[config.mk]
export PLATFORM = sky130hd
export DESIGN_NAME = ct_idu_rf_ereg_fflags_acc
export DESIGN_NICKNAME = d
export VERILOG_FILES = /design/src/rtl/ct_idu_ereg_pkg.sv /design/src/rtl/ct_idu_ereg_or_tree.sv /design/src/rtl/ct_idu_rf_ereg_fflags_acc.sv
export SDC_FILE = /design/constraint.sdc
export NUM_CORES = 1
export LEC_CHECK = 0
export ABC_AREA = 0
export ABC_CLOCK_PERIOD_IN_PS = 3700
export BUFFER_PORTS_ARGS = -buffer_cell sky130_fd_sc_hd__buf_4
export CAP_MARGIN = 20
export CORE_AREA = 2 2 82 84
export CTS_BUF_LIST = sky130_fd_sc_hd__clkbuf_16
export DETAILED_ROUTE_END_ITERATION = 10
export DIE_AREA = 0 0 84 86
export PLACE_DENSITY = 0.61
export SETUP_SLACK_MARGIN = 0.05
export SLEW_MARGIN = 20
export SYNTH_ARGS = -nofsm -noshare
export SYNTH_HDL_FRONTEND = slang
export SYNTH_SLANG_ARGS = --single-unit
[constraint.sdc]
create_clock -name forever_cpuclk -period 3.7 [get_ports forever_cpuclk]
set_input_delay 0.555 -clock forever_cpuclk [delete_from_list [all_inputs] [get_ports forever_cpuclk]]
set_output_delay 0.555 -clock forever_cpuclk [all_outputs]
set_load 0.03 [all_outputs]
[src/rtl/ct_idu_ereg_pkg.sv]
// Shared definitions for the ereg fflags accumulate path: flag width,
// flag bit positions, accumulator FSM encoding and the flag merge helper.
package ct_idu_ereg_pkg;

    localparam int FLAG_W    = 6;

    // Bit positions inside a FLAG_W-wide flag vector
    localparam int FLG_NX    = 0;
    localparam int FLG_UF    = 1;
    localparam int FLG_OF    = 2;
    localparam int FLG_DZ    = 3;
    localparam int FLG_NV    = 4;
    localparam int FLG_VXSAT = 5;

    localparam logic [FLAG_W-1:0] FLAGS_ZERO = {FLAG_W{1'b0}};

    typedef enum logic {
        IDLE = 1'b0,
        SEND = 1'b1
    } fflags_state_e;

    // Flags only ever accumulate: merging is a plain bitwise OR
    function automatic logic [FLAG_W-1:0] flag_merge(
        input logic [FLAG_W-1:0] a,
        input logic [FLAG_W-1:0] b
    );
        flag_merge = a | b;
    endfunction

endpackage

[src/rtl/ct_idu_ereg_or_tree.sv]
// NUM_EREG-way, FLAG_W-bit OR reduction of the per-entry accumulate outputs.
// Purely combinational; the caller registers the result.
module ct_idu_ereg_or_tree #(
    parameter int NUM_EREG = 32,
    parameter int FLAG_W   = 6
) (
    input  logic [NUM_EREG*FLAG_W-1:0] acc_dout,
    output logic [FLAG_W-1:0]          flags_or
);

    // Fold every entry's flag slice into one vector
    always_comb begin
        flags_or = {FLAG_W{1'b0}};
        for (int i = 0; i < NUM_EREG; i++) begin
            flags_or = flags_or | acc_dout[i*FLAG_W +: FLAG_W];
        end
    end

endmodule

[src/rtl/ct_idu_rf_ereg_fflags_acc.sv]
// Collects exception flags of retired ereg entries and hands them to CP0.
//   ereg_acc_dout -> OR tree -> S1 register -> (optional filter) -> FSM/out register
// Flags that arrive while CP0 is back-pressuring are merged into a pending
// accumulator and sent as the next transfer, so no bit is dropped.
// Optional feature: define CT_IDU_EREG_FFLAGS_FILTER_EN to suppress S1 bits that
// are already set architecturally (cp0_idu_fflags_cur) or already queued.
module ct_idu_rf_ereg_fflags_acc
    import ct_idu_ereg_pkg::*;
#(
    parameter int NUM_EREG = 32
) (
    input  logic                       forever_cpuclk,
    input  logic                       cpurst,
    input  logic [NUM_EREG*FLAG_W-1:0] ereg_acc_dout,
    input  logic                       cp0_idu_fflags_ack,
    input  logic [FLAG_W-1:0]          cp0_idu_fflags_cur,
    output logic                       idu_cp0_fflags_vld,
    output logic [FLAG_W-1:0]          idu_cp0_fflags,
    output logic                       idu_rtu_fflags_empty
);

    logic [FLAG_W-1:0] acc_or_s;
    logic [FLAG_W-1:0] s1_flags_r;
    logic [FLAG_W-1:0] s1_eff_s;
    logic              s1_evt_s;
    logic [FLAG_W-1:0] merge_s;
    logic [FLAG_W-1:0] pend_r;
    logic [FLAG_W-1:0] pend_nxt_s;
    logic [FLAG_W-1:0] out_flags_r;
    logic [FLAG_W-1:0] out_nxt_s;
    fflags_state_e     state_r;
    fflags_state_e     state_nxt_s;

    ct_idu_ereg_or_tree #(
        .NUM_EREG (NUM_EREG),
        .FLAG_W   (FLAG_W)
    ) u_or_tree (
        .acc_dout (ereg_acc_dout),
        .flags_or (acc_or_s)
    );

`ifdef CT_IDU_EREG_FFLAGS_FILTER_EN
    logic [FLAG_W-1:0] queued_s;

    // Drop S1 bits already in fcsr or already waiting to go to CP0
    always_comb begin
        queued_s = FLAGS_ZERO;
        if (state_r == SEND) begin
            queued_s = flag_merge(out_flags_r, pend_r);
        end else begin
            queued_s = FLAGS_ZERO;
        end
        s1_eff_s = s1_flags_r & ~cp0_idu_fflags_cur & ~queued_s;
    end
`else
    // The architectural flags are only needed by the filter
    logic [FLAG_W-1:0] unused_fflags_cur_s;
    assign unused_fflags_cur_s = cp0_idu_fflags_cur;
    assign s1_eff_s            = s1_flags_r;
`endif

    assign s1_evt_s = |s1_eff_s;
    assign merge_s  = flag_merge(pend_r, s1_eff_s);

    // Next-state and next-data for the transfer FSM; an ack is only
    // meaningful while a transfer is being presented
    always_comb begin
        state_nxt_s = state_r;
        out_nxt_s   = out_flags_r;
        pend_nxt_s  = pend_r;
        case (state_r)
            IDLE: begin
                if (s1_evt_s) begin
                    state_nxt_s = SEND;
                    out_nxt_s   = s1_eff_s;
                end else begin
                    state_nxt_s = IDLE;
                end
            end
            SEND: begin
                if (!cp0_idu_fflags_ack) begin
                    // Output held stable; new flags wait in pend
                    pend_nxt_s = merge_s;
                end else if (|merge_s) begin
                    // Back-to-back transfer of everything gathered so far
                    state_nxt_s = SEND;
                    out_nxt_s   = merge_s;
                    pend_nxt_s  = FLAGS_ZERO;
                end else begin
                    state_nxt_s = IDLE;
                    out_nxt_s   = FLAGS_ZERO;
                    pend_nxt_s  = FLAGS_ZERO;
                end
            end
            default: begin
                state_nxt_s = IDLE;
                out_nxt_s   = FLAGS_ZERO;
                pend_nxt_s  = FLAGS_ZERO;
            end
        endcase
    end

    // State registers: S1 captures the OR tree every cycle; reset discards
    // in-flight flags since fcsr is reset at the same time
    always_ff @(posedge forever_cpuclk) begin
        if (cpurst) begin
            s1_flags_r  <= FLAGS_ZERO;
            pend_r      <= FLAGS_ZERO;
            out_flags_r <= FLAGS_ZERO;
            state_r     <= IDLE;
        end else begin
            s1_flags_r  <= acc_or_s;
            pend_r      <= pend_nxt_s;
            out_flags_r <= out_nxt_s;
            state_r     <= state_nxt_s;
        end
    end

    assign idu_cp0_fflags_vld   = (state_r == SEND);
    assign idu_cp0_fflags       = out_flags_r;
    assign idu_rtu_fflags_empty = (state_r == IDLE) & ~s1_evt_s & ~(|pend_r);

endmodule

Word level (Yosys, flattened, before mapping)
Index checks and enable logic that the tools add are counted.

Equal/unequal tests: 2. Reduce and logical (&&, ||, !) cells: 4. Div/mod/pow operators: 0. Add/sub/neg operators: 0. $mul: 0. Bitwise gates (word level): 37. Order comparisons: 0. Muxes and demuxes: 9. Shift-type cells: 0.

Operator list (number): $or A6 B6 Y6 (32); $mux W6 (4); $reduce_or A6 Y1 (3); $pmux W6 S2 (1); $ne A2 B2 Y1 const B (2); $mux W1 (3); $not A1 Y1 (3); $and A1 B1 Y1 (2); $pmux W1 S2 (1); $reduce_and A2 Y1 (1).

RAM bits: 0. Output and inout port bits: 8. Input bits: 201. Flip-flop bits (word level): 19. Memories kept: 0. Latch bits: 0. Memory bits (read-only): 0.

Depth between registers and ports, before layout
Gate-level depths: netlist of run 1.

Depth after elaboration: 31. Depth in mapped cells: 5. Gate-level depth less buffers: 4.

By module
A second synthesis of run 1 with hierarchy kept.

Cell total of the unflattened synthesis: 150. Area total of the unflattened synthesis: 1204.9 um2.

By module, submodules not included: ct_idu_rf_ereg_fflags_acc (seq. area each 380.4 um2, area an instance 754.5 um2, instances 1, cells an instance 84); ct_idu_ereg_or_tree (seq. area each 0.0 um2, area an instance 450.4 um2, instances 1, cells an instance 66).

Worst setup path after synthesis of run 1
OpenSTA, ideal clock, no wires.

Path kind: reg-to-output. From: reg s1_flags_r[1] (netlist: s1_eff_s[1]). To: out idu_rtu_fflags_empty. Buffers on the path: 0. Slack: 1.674 ns. Stages on the path, launching flop included: 4. Arrival: 1.471 ns. Cells stage by stage: dfxtp_1 -> or4_4 -> nor4_4 -> and4_2.

Longest elaborated chain between the ends: 4.

Ends and longest elaborated chain: start, declared (line ct_idu_rf_ereg_fflags_acc.sv:23) `logic [FLAG_W-1:0] s1_flags_r;`; start signal, assigned (line ct_idu_rf_ereg_fflags_acc.sv:112) `s1_flags_r <= acc_or_s;`; $reduce_or A6 Y1 (line ct_idu_rf_ereg_fflags_acc.sv:62) `assign s1_evt_s = |s1_eff_s;`; $not A1 Y1 (line ct_idu_rf_ereg_fflags_acc.sv:121) `assign idu_rtu_fflags_empty = (state_r == IDLE) & ~s1_evt_s & ~(|pend_r);`; $and A1 B1 Y1 (2 in series) (line ct_idu_rf_ereg_fflags_acc.sv:121); end, declared (line ct_idu_rf_ereg_fflags_acc.sv:19) `output logic idu_rtu_fflags_empty`.

Every way passes these cells.

Worst setup path after layout of run 1
Ends and elaborated chain as after synthesis.

==> results of run 1 <==
==> area by class of cell <==
type / instances / area, sq um
Timing Repair Buffer: 202 / 1520
Clock buffer: 3 / 75.1
Fill cell: 627 / 3460
Tap cell: 77 / 96.3
Inverter: 4 / 15.0
Multi-Input combinational cell: 123 / 727
Clock inverter: 1 / 7.51
Sequential cell: 19 / 380
==> cell usage after synthesis <==
master	number	area share
nor3_1	1	0.0044
a21oi_1	10	0.044
nand4_1	13	0.071
o32ai_1	1	0.0077
nand2_1	5	0.016
nor4b_1	1	0.0077
nor3b_1	1	0.0066
or4_4	1	0.0099
dfxtp_1	19	0.33
inv_1	4	0.013
a2111oi_0	1	0.0077
a21boi_0	4	0.026
o21ai_0	1	0.0044
and4_2	1	0.0088
nor4_4	1	0.019
a211oi_1	2	0.013
nor3_2	1	0.0088
o22ai_1	4	0.022
clkbuf_1	2	0.0066
nor4_1	48	0.26
nor2_1	24	0.079
nand2b_1	2	0.011
buf_2	2	0.0088
a21o_1	1	0.0066
==> layout by cell type, fill, tap and decap left out, types with 2 or more instances in the layout <==
cell	synthesis	layout
nor4_1	48	48
a211oi_1	2	2
buf_4	0	202
nand4_1	13	13
o22ai_1	4	4
a21boi_0	4	4
clkbuf_16	0	3
nand2_1	5	5
inv_1	4	4
nand2b_1	2	2
a21oi_1	10	10
dfxtp_1	19	19
nor2_1	24	24
==> registers in the layout (all words and copies together) (netlist names) <==
signal              cells
idu_cp0_fflags          6
idu_cp0_fflags_vld      1
s1_eff_s                6
pend_r                  6
==> logic make-up (layout without fill, tap and decap cells) <==
logic type	after synthesis	after routing	synth area share
DFF	19	19	0.334
AOI/OAI and AO/OA	24	24	0.132
buffers and inverters	8	210	0.0285
and+or+nand+nor	99	99	0.506
==> report_power, final <==
| group | internal [mW] | leakage, nW | switching [mW] |
|---|---|---|---|
| Clock | 0.146 | 0.0371 | 0.0780 |
| Sequential | 0.218 | 0.158 | 0.0142 |
| Combinational | 0.154 | 1.10 | 0.0631 |
| Total | 0.518 | 1.29 | 0.155 |
==> worst min path at each step <==
stage                     cells after the start         startpoint           endpoint
after CTS                                     2  idu_cp0_fflags[2]  idu_cp0_fflags[2]
after global placement                        2  idu_cp0_fflags[4]  idu_cp0_fflags[4]
after global routing                          2  idu_cp0_fflags[1]  idu_cp0_fflags[1]
after floorplan                               2          pend_r[3]          pend_r[3]
final                                         2  idu_cp0_fflags[2]  idu_cp0_fflags[2]
after detailed placement                      2  idu_cp0_fflags[2]  idu_cp0_fflags[2]
==> layer usage <==
| layer | share of wire | track usage |
|---|---|---|
| met5 | 0 | 0 |
| met4 | 0.011 | 0.0279 |
| met3 | 0.071 | 0.0327 |
| met2 | 0.56 | 0.284 |
| met1 | 0.36 | 0.169 |
==> worst max-delay path, delay by kind of cell, from the launching register on <==
family / cells / cell delay, ns
and+or+nand+nor: 3 / 1.20
DFF: 1 / 0.32
buffers and inverters: 1 / 0.16
==> results.sh, run 1 <==
export IMPL_outcome="complete, no violations"
export IMPL_syn_avg_cell_area_sq_um=7.60
export IMPL_post_route_min_period_ns=2.49
export IMPL_crit_arrival_ns=1.93
export IMPL_fin_hold_ws_ns=0.474
export IMPL_die_h_um=86
export IMPL_num_rows=29
export IMPL_ioPinCount=209
export IMPL_routed_wl_um=5700
export IMPL_cts_buffer_depth=2
export IMPL_hp_class="reg -> reg"
export IMPL_io_buffers=202
export IMPL_antenna_cells=0
export IMPL_crit_start="s1_eff_s[1]"
export IMPL_rsz0062_at_grt="no"
export IMPL_synth_fp_nets=351
export IMPL_antenna_left=0
export IMPL_grt_total_usage=0.148
export IMPL_numCtsBuffers=3
export IMPL_post_place_ws_ns=1.48
export IMPL_slowest_stage="or4_4"
export IMPL_antenna_found_initial=0
export IMPL_gp_congestion=0.762
export IMPL_drc_errors=0
export IMPL_finalSetupTns_ns=0
export IMPL_p_leak_nw=1.29
export IMPL_rrSetupSlack_ns=2.12
export IMPL_cp_max_fo=6
export IMPL_stdcell_count=429
export IMPL_r2r_end="idu_cp0_fflags[0]"
export IMPL_clock_sinks=19
export IMPL_die_w_um=84
export IMPL_h_tree_depth=1
export IMPL_cts_tree="done"
export IMPL_grt_max_degree=20
export IMPL_critPathCapture="idu_rtu_fflags_empty"
export IMPL_slew_violations=0
export IMPL_power_density_nw_per_um2=239
export IMPL_critical_path_class="reg -> out"
export IMPL_first_pass_iters=4
export IMPL_viasPerCell=4.64
export IMPL_worst_slack_ns=1.21
export IMPL_drive_gt1_frac=0.597
export IMPL_fin_area_sq_um=2820
export IMPL_clk_pin_slew_ns=0.06
export IMPL_synthCells=150
export IMPL_cts_root_buffer="clkbuf_16"
export IMPL_wl_per_cell_um=13.3
export IMPL_slew_headroom=0.567
export IMPL_synth_seq_cells=19
export IMPL_setup_violations=0
export IMPL_place_area_sq_um=2740
export IMPL_path_cells="or4_4, nor4_4, and4_2, buf_4"
export IMPL_cts_resized=0
export IMPL_tightest_slew_ns=0.649
export IMPL_yosys_cell_types_count=24
export IMPL_r2r_start="s1_eff_s[1]"
export IMPL_hold_buffers=0
export IMPL_ir_worst_vdd_uv=441
export IMPL_fmax_ghz=0.402
export IMPL_insertion_delay_ns=0.25
export IMPL_area_delta_synth_final_pct=147
export IMPL_drt_iter0_drc=76
export IMPL_r2r_cells=4
export IMPL_final_util=0.449
export IMPL_slowest_delay_ns=0.58
export IMPL_cp_end_kind="output port"
export IMPL_finalCritPeriodShare=0.672
export IMPL_synth_cell_area_sq_um=1140
export IMPL_floorplan_initialDensity=0.182
export IMPL_die_area_sq_um=7220
export IMPL_overflow=0
export IMPL_grt_pass1_vias=2052
export IMPL_critPathRequiredTime_ns=3.14
export IMPL_cts_setup_buffers=0
export IMPL_vias=1992
export IMPL_hold_violations=0
export IMPL_dp_hpwl_um=5190
export IMPL_grt_pass1_wl_um=8870
export IMPL_power_mw=0.673
export IMPL_fin_skew_ns=0.00338
export IMPL_core_area_sq_um=6280
export IMPL_ys_warn_count=0
export IMPL_dp_cells=425
export IMPL_drv_cap=0
export IMPL_fin_nets=554
export IMPL_cp_start_kind="flip-flop"
export IMPL_ys_seq_area_frac=0.334
Power figures use the tool's default switching activity.
==> run 2: changes to the inputs <==
Settings changed: ABC_CLOCK_PERIOD_IN_PS 3700 to 2500, CORE_AREA 2 2 82 84 to 2 2 80 82, DIE_AREA 0 0 84 86 to 0 0 82 84, PLACE_DENSITY 0.61 to 0.64.
Clock period 3.7 ns to 2.5 ns, I/O delays scaled along.
==> run 2 against run 1 <==
Net effect: power grew 49%; sequential cell count unchanged; clock skew barely moved; largest power group unchanged; cell count increased by 0.47%; final area up 0.53%; worst setup slack got worse by 0.79 ns; wire length up 0.40%; clock-buffer cell count is the same; sequential power is 47% higher; highest routed layer unchanged.
==> results.sh, run 2 (synthesis results as in run 1) <==
export IMPL_routed_wl_um=5730
export IMPL_route_met2_wl_um=3150
export IMPL_r2r_end="idu_cp0_fflags[0]"
export IMPL_floorplan_initialDensity=0.187
export IMPL_die_h_um=84
export IMPL_routed_top_layer="met4"
export IMPL_setup_violations=0
export IMPL_gp_congestion=0.748
export IMPL_crit_family="simple AND/OR/NAND/NOR gates"
export IMPL_final_common_cell="buf_4"
export IMPL_grt_total_usage=0.164
export IMPL_die_area_sq_um=6890
export IMPL_final_util=0.465
export IMPL_cts_resized=0
export IMPL_dp_hpwl_um=5130
export IMPL_cp_end_kind="output port"
export IMPL_layout_common_cells="204 x buf_4, 48 x nor4_1, 24 x nor2_1, 19 x dfxtp_1, 13 x nand4_1"
export IMPL_fin_hold_ws_ns=0.412
export IMPL_cts_root_buffer="clkbuf_16"
export IMPL_fmax_ghz=0.482
export IMPL_min_path_cells=2
export IMPL_io_buffers=202
export IMPL_num_rows=29
export IMPL_crit_arrival_ns=1.70
export IMPL_antenna_left=0
export IMPL_rsz0062_at_grt="no"
export IMPL_cp_depth=4
export IMPL_cp_max_fo=4
export IMPL_drive_gt1_frac=0.599
export IMPL_holdPathEnd="idu_cp0_fflags[1]"
export IMPL_dr_wl_met3_um=376
export IMPL_r2r_start="s1_eff_s[1]"
export IMPL_wl_per_cell_um=13.3
export IMPL_post_place_ws_ns=0.681
export IMPL_hold_start="cpurst"
export IMPL_tightest_slew_ns=0.344
export IMPL_rrSetupSlack_ns=0.98
export IMPL_critPathRequiredTime_ns=2.12
export IMPL_slew_headroom=0.765
export IMPL_drv_cap=0
export IMPL_slowest_stage="or4_4"
export IMPL_worst_slack_ns=0.423
export IMPL_met1Wirelength_um=2120
export IMPL_power_density_nw_per_um2=353
export IMPL_die_w_um=82
export IMPL_slew_violations=0
export IMPL_critical_path_class="reg -> out"
export IMPL_post_route_min_period_ns=2.08
export IMPL_finalCritPeriodShare=0.831
export IMPL_outcome="complete, no violations"
export IMPL_slowest_delay_ns=0.58
export IMPL_path_cells="or4_4, nor4_4, and4_2, buf_4"
export IMPL_path_buf_inv=1
export IMPL_viasPerCell=4.58
export IMPL_ioPinCount=209
export IMPL_overflow=0
export IMPL_hold_violations=0
export IMPL_drt_iter0_drc=52
export IMPL_r2r_cells=5
export IMPL_cts_buffer_depth=2
export IMPL_grt_pass1_wl_um=9050
export IMPL_core_area_sq_um=6100
export IMPL_insertion_delay_ns=0.25
export IMPL_vias=1976
export IMPL_clk_pin_slew_ns=0.06
export IMPL_cts_setup_buffers=0
export IMPL_drc_errors=0
export IMPL_first_pass_iters=4
export IMPL_finalSetupTns_ns=0
export IMPL_cp_start_kind="flip-flop"
export IMPL_hp_class="in -> reg"
export IMPL_fillers=621
export IMPL_power_mw=1.00
export IMPL_p_leak_nw=1.31
export IMPL_clock_sinks=19
export IMPL_antenna_found_initial=0
export IMPL_numCtsBuffers=3
export IMPL_area_delta_synth_final_pct=149
export IMPL_hold_buffers=0
export IMPL_h_tree_depth=1
export IMPL_grt_pass1_vias=2076
export IMPL_fin_skew_ns=0.00357
export IMPL_grt_max_degree=19
export IMPL_antenna_cells=0
export IMPL_fin_nets=556
export IMPL_cts_tree="done"
export IMPL_ir_worst_vdd_uv=313
[run 2: changes by cell type in the layout (fill, tap and decap cells not counted)]
cell   change
buf_4      +2
[run 2: how the worst max path moves through the flow]
stage / start / endpoint / slack (ns)
floorplan: s1_eff_s[1] / idu_rtu_fflags_empty / 0.65
global placement: s1_eff_s[1] / idu_rtu_fflags_empty / 0.70
detailed placement: s1_eff_s[1] / idu_rtu_fflags_empty / 0.68
CTS: s1_eff_s[1] / idu_rtu_fflags_empty / 0.41
global route: s1_eff_s[1] / idu_rtu_fflags_empty / 0.35
finish: s1_eff_s[1] / idu_rtu_fflags_empty / 0.42
[run 2: per-layer routing]
layer,vias up,track usage
li1,1020,-
met1,869,0.189
met2,79,0.293
met3,8,0.0379
met4,0,0.0470
met5,-,0
[run 2: worst reg2reg max path: stages, from the launching register on]
cell     delay, ns
dfxtp_1       0.32
or4_4         0.58
nor4_4        0.16
buf_4         0.19
nor4b_1       0.06
nor3_2        0.14
[run 2: power by group]
group / total [mW] / switching [mW] / internal, mW
sequential: 0.340 / 0.0175 / 0.323
combinational: 0.328 / 0.0995 / 0.229
clock: 0.332 / 0.116 / 0.216
total: 1.00 / 0.233 / 0.767
[run 2: final cells by class]
cell class	count	area, sq um	area share
well taps	77	96.3	0.0340
flip-flops and latches	19	380	0.134
clock buffers	3	75.1	0.0265
clock inverters	1	7.51	0.00265
multi-input cells	123	727	0.257
repair buffers	204	1530	0.541
inverters	4	15.0	0.00530
[run 2: metrics by stage]
step | instances | area (sq um)
finish | 431 | 2830
detailed placement | 427 | 2750
global placement | 427 | 2750
CTS | 431 | 2830
floorplan | 150 | 1140
global route | 431 | 2830
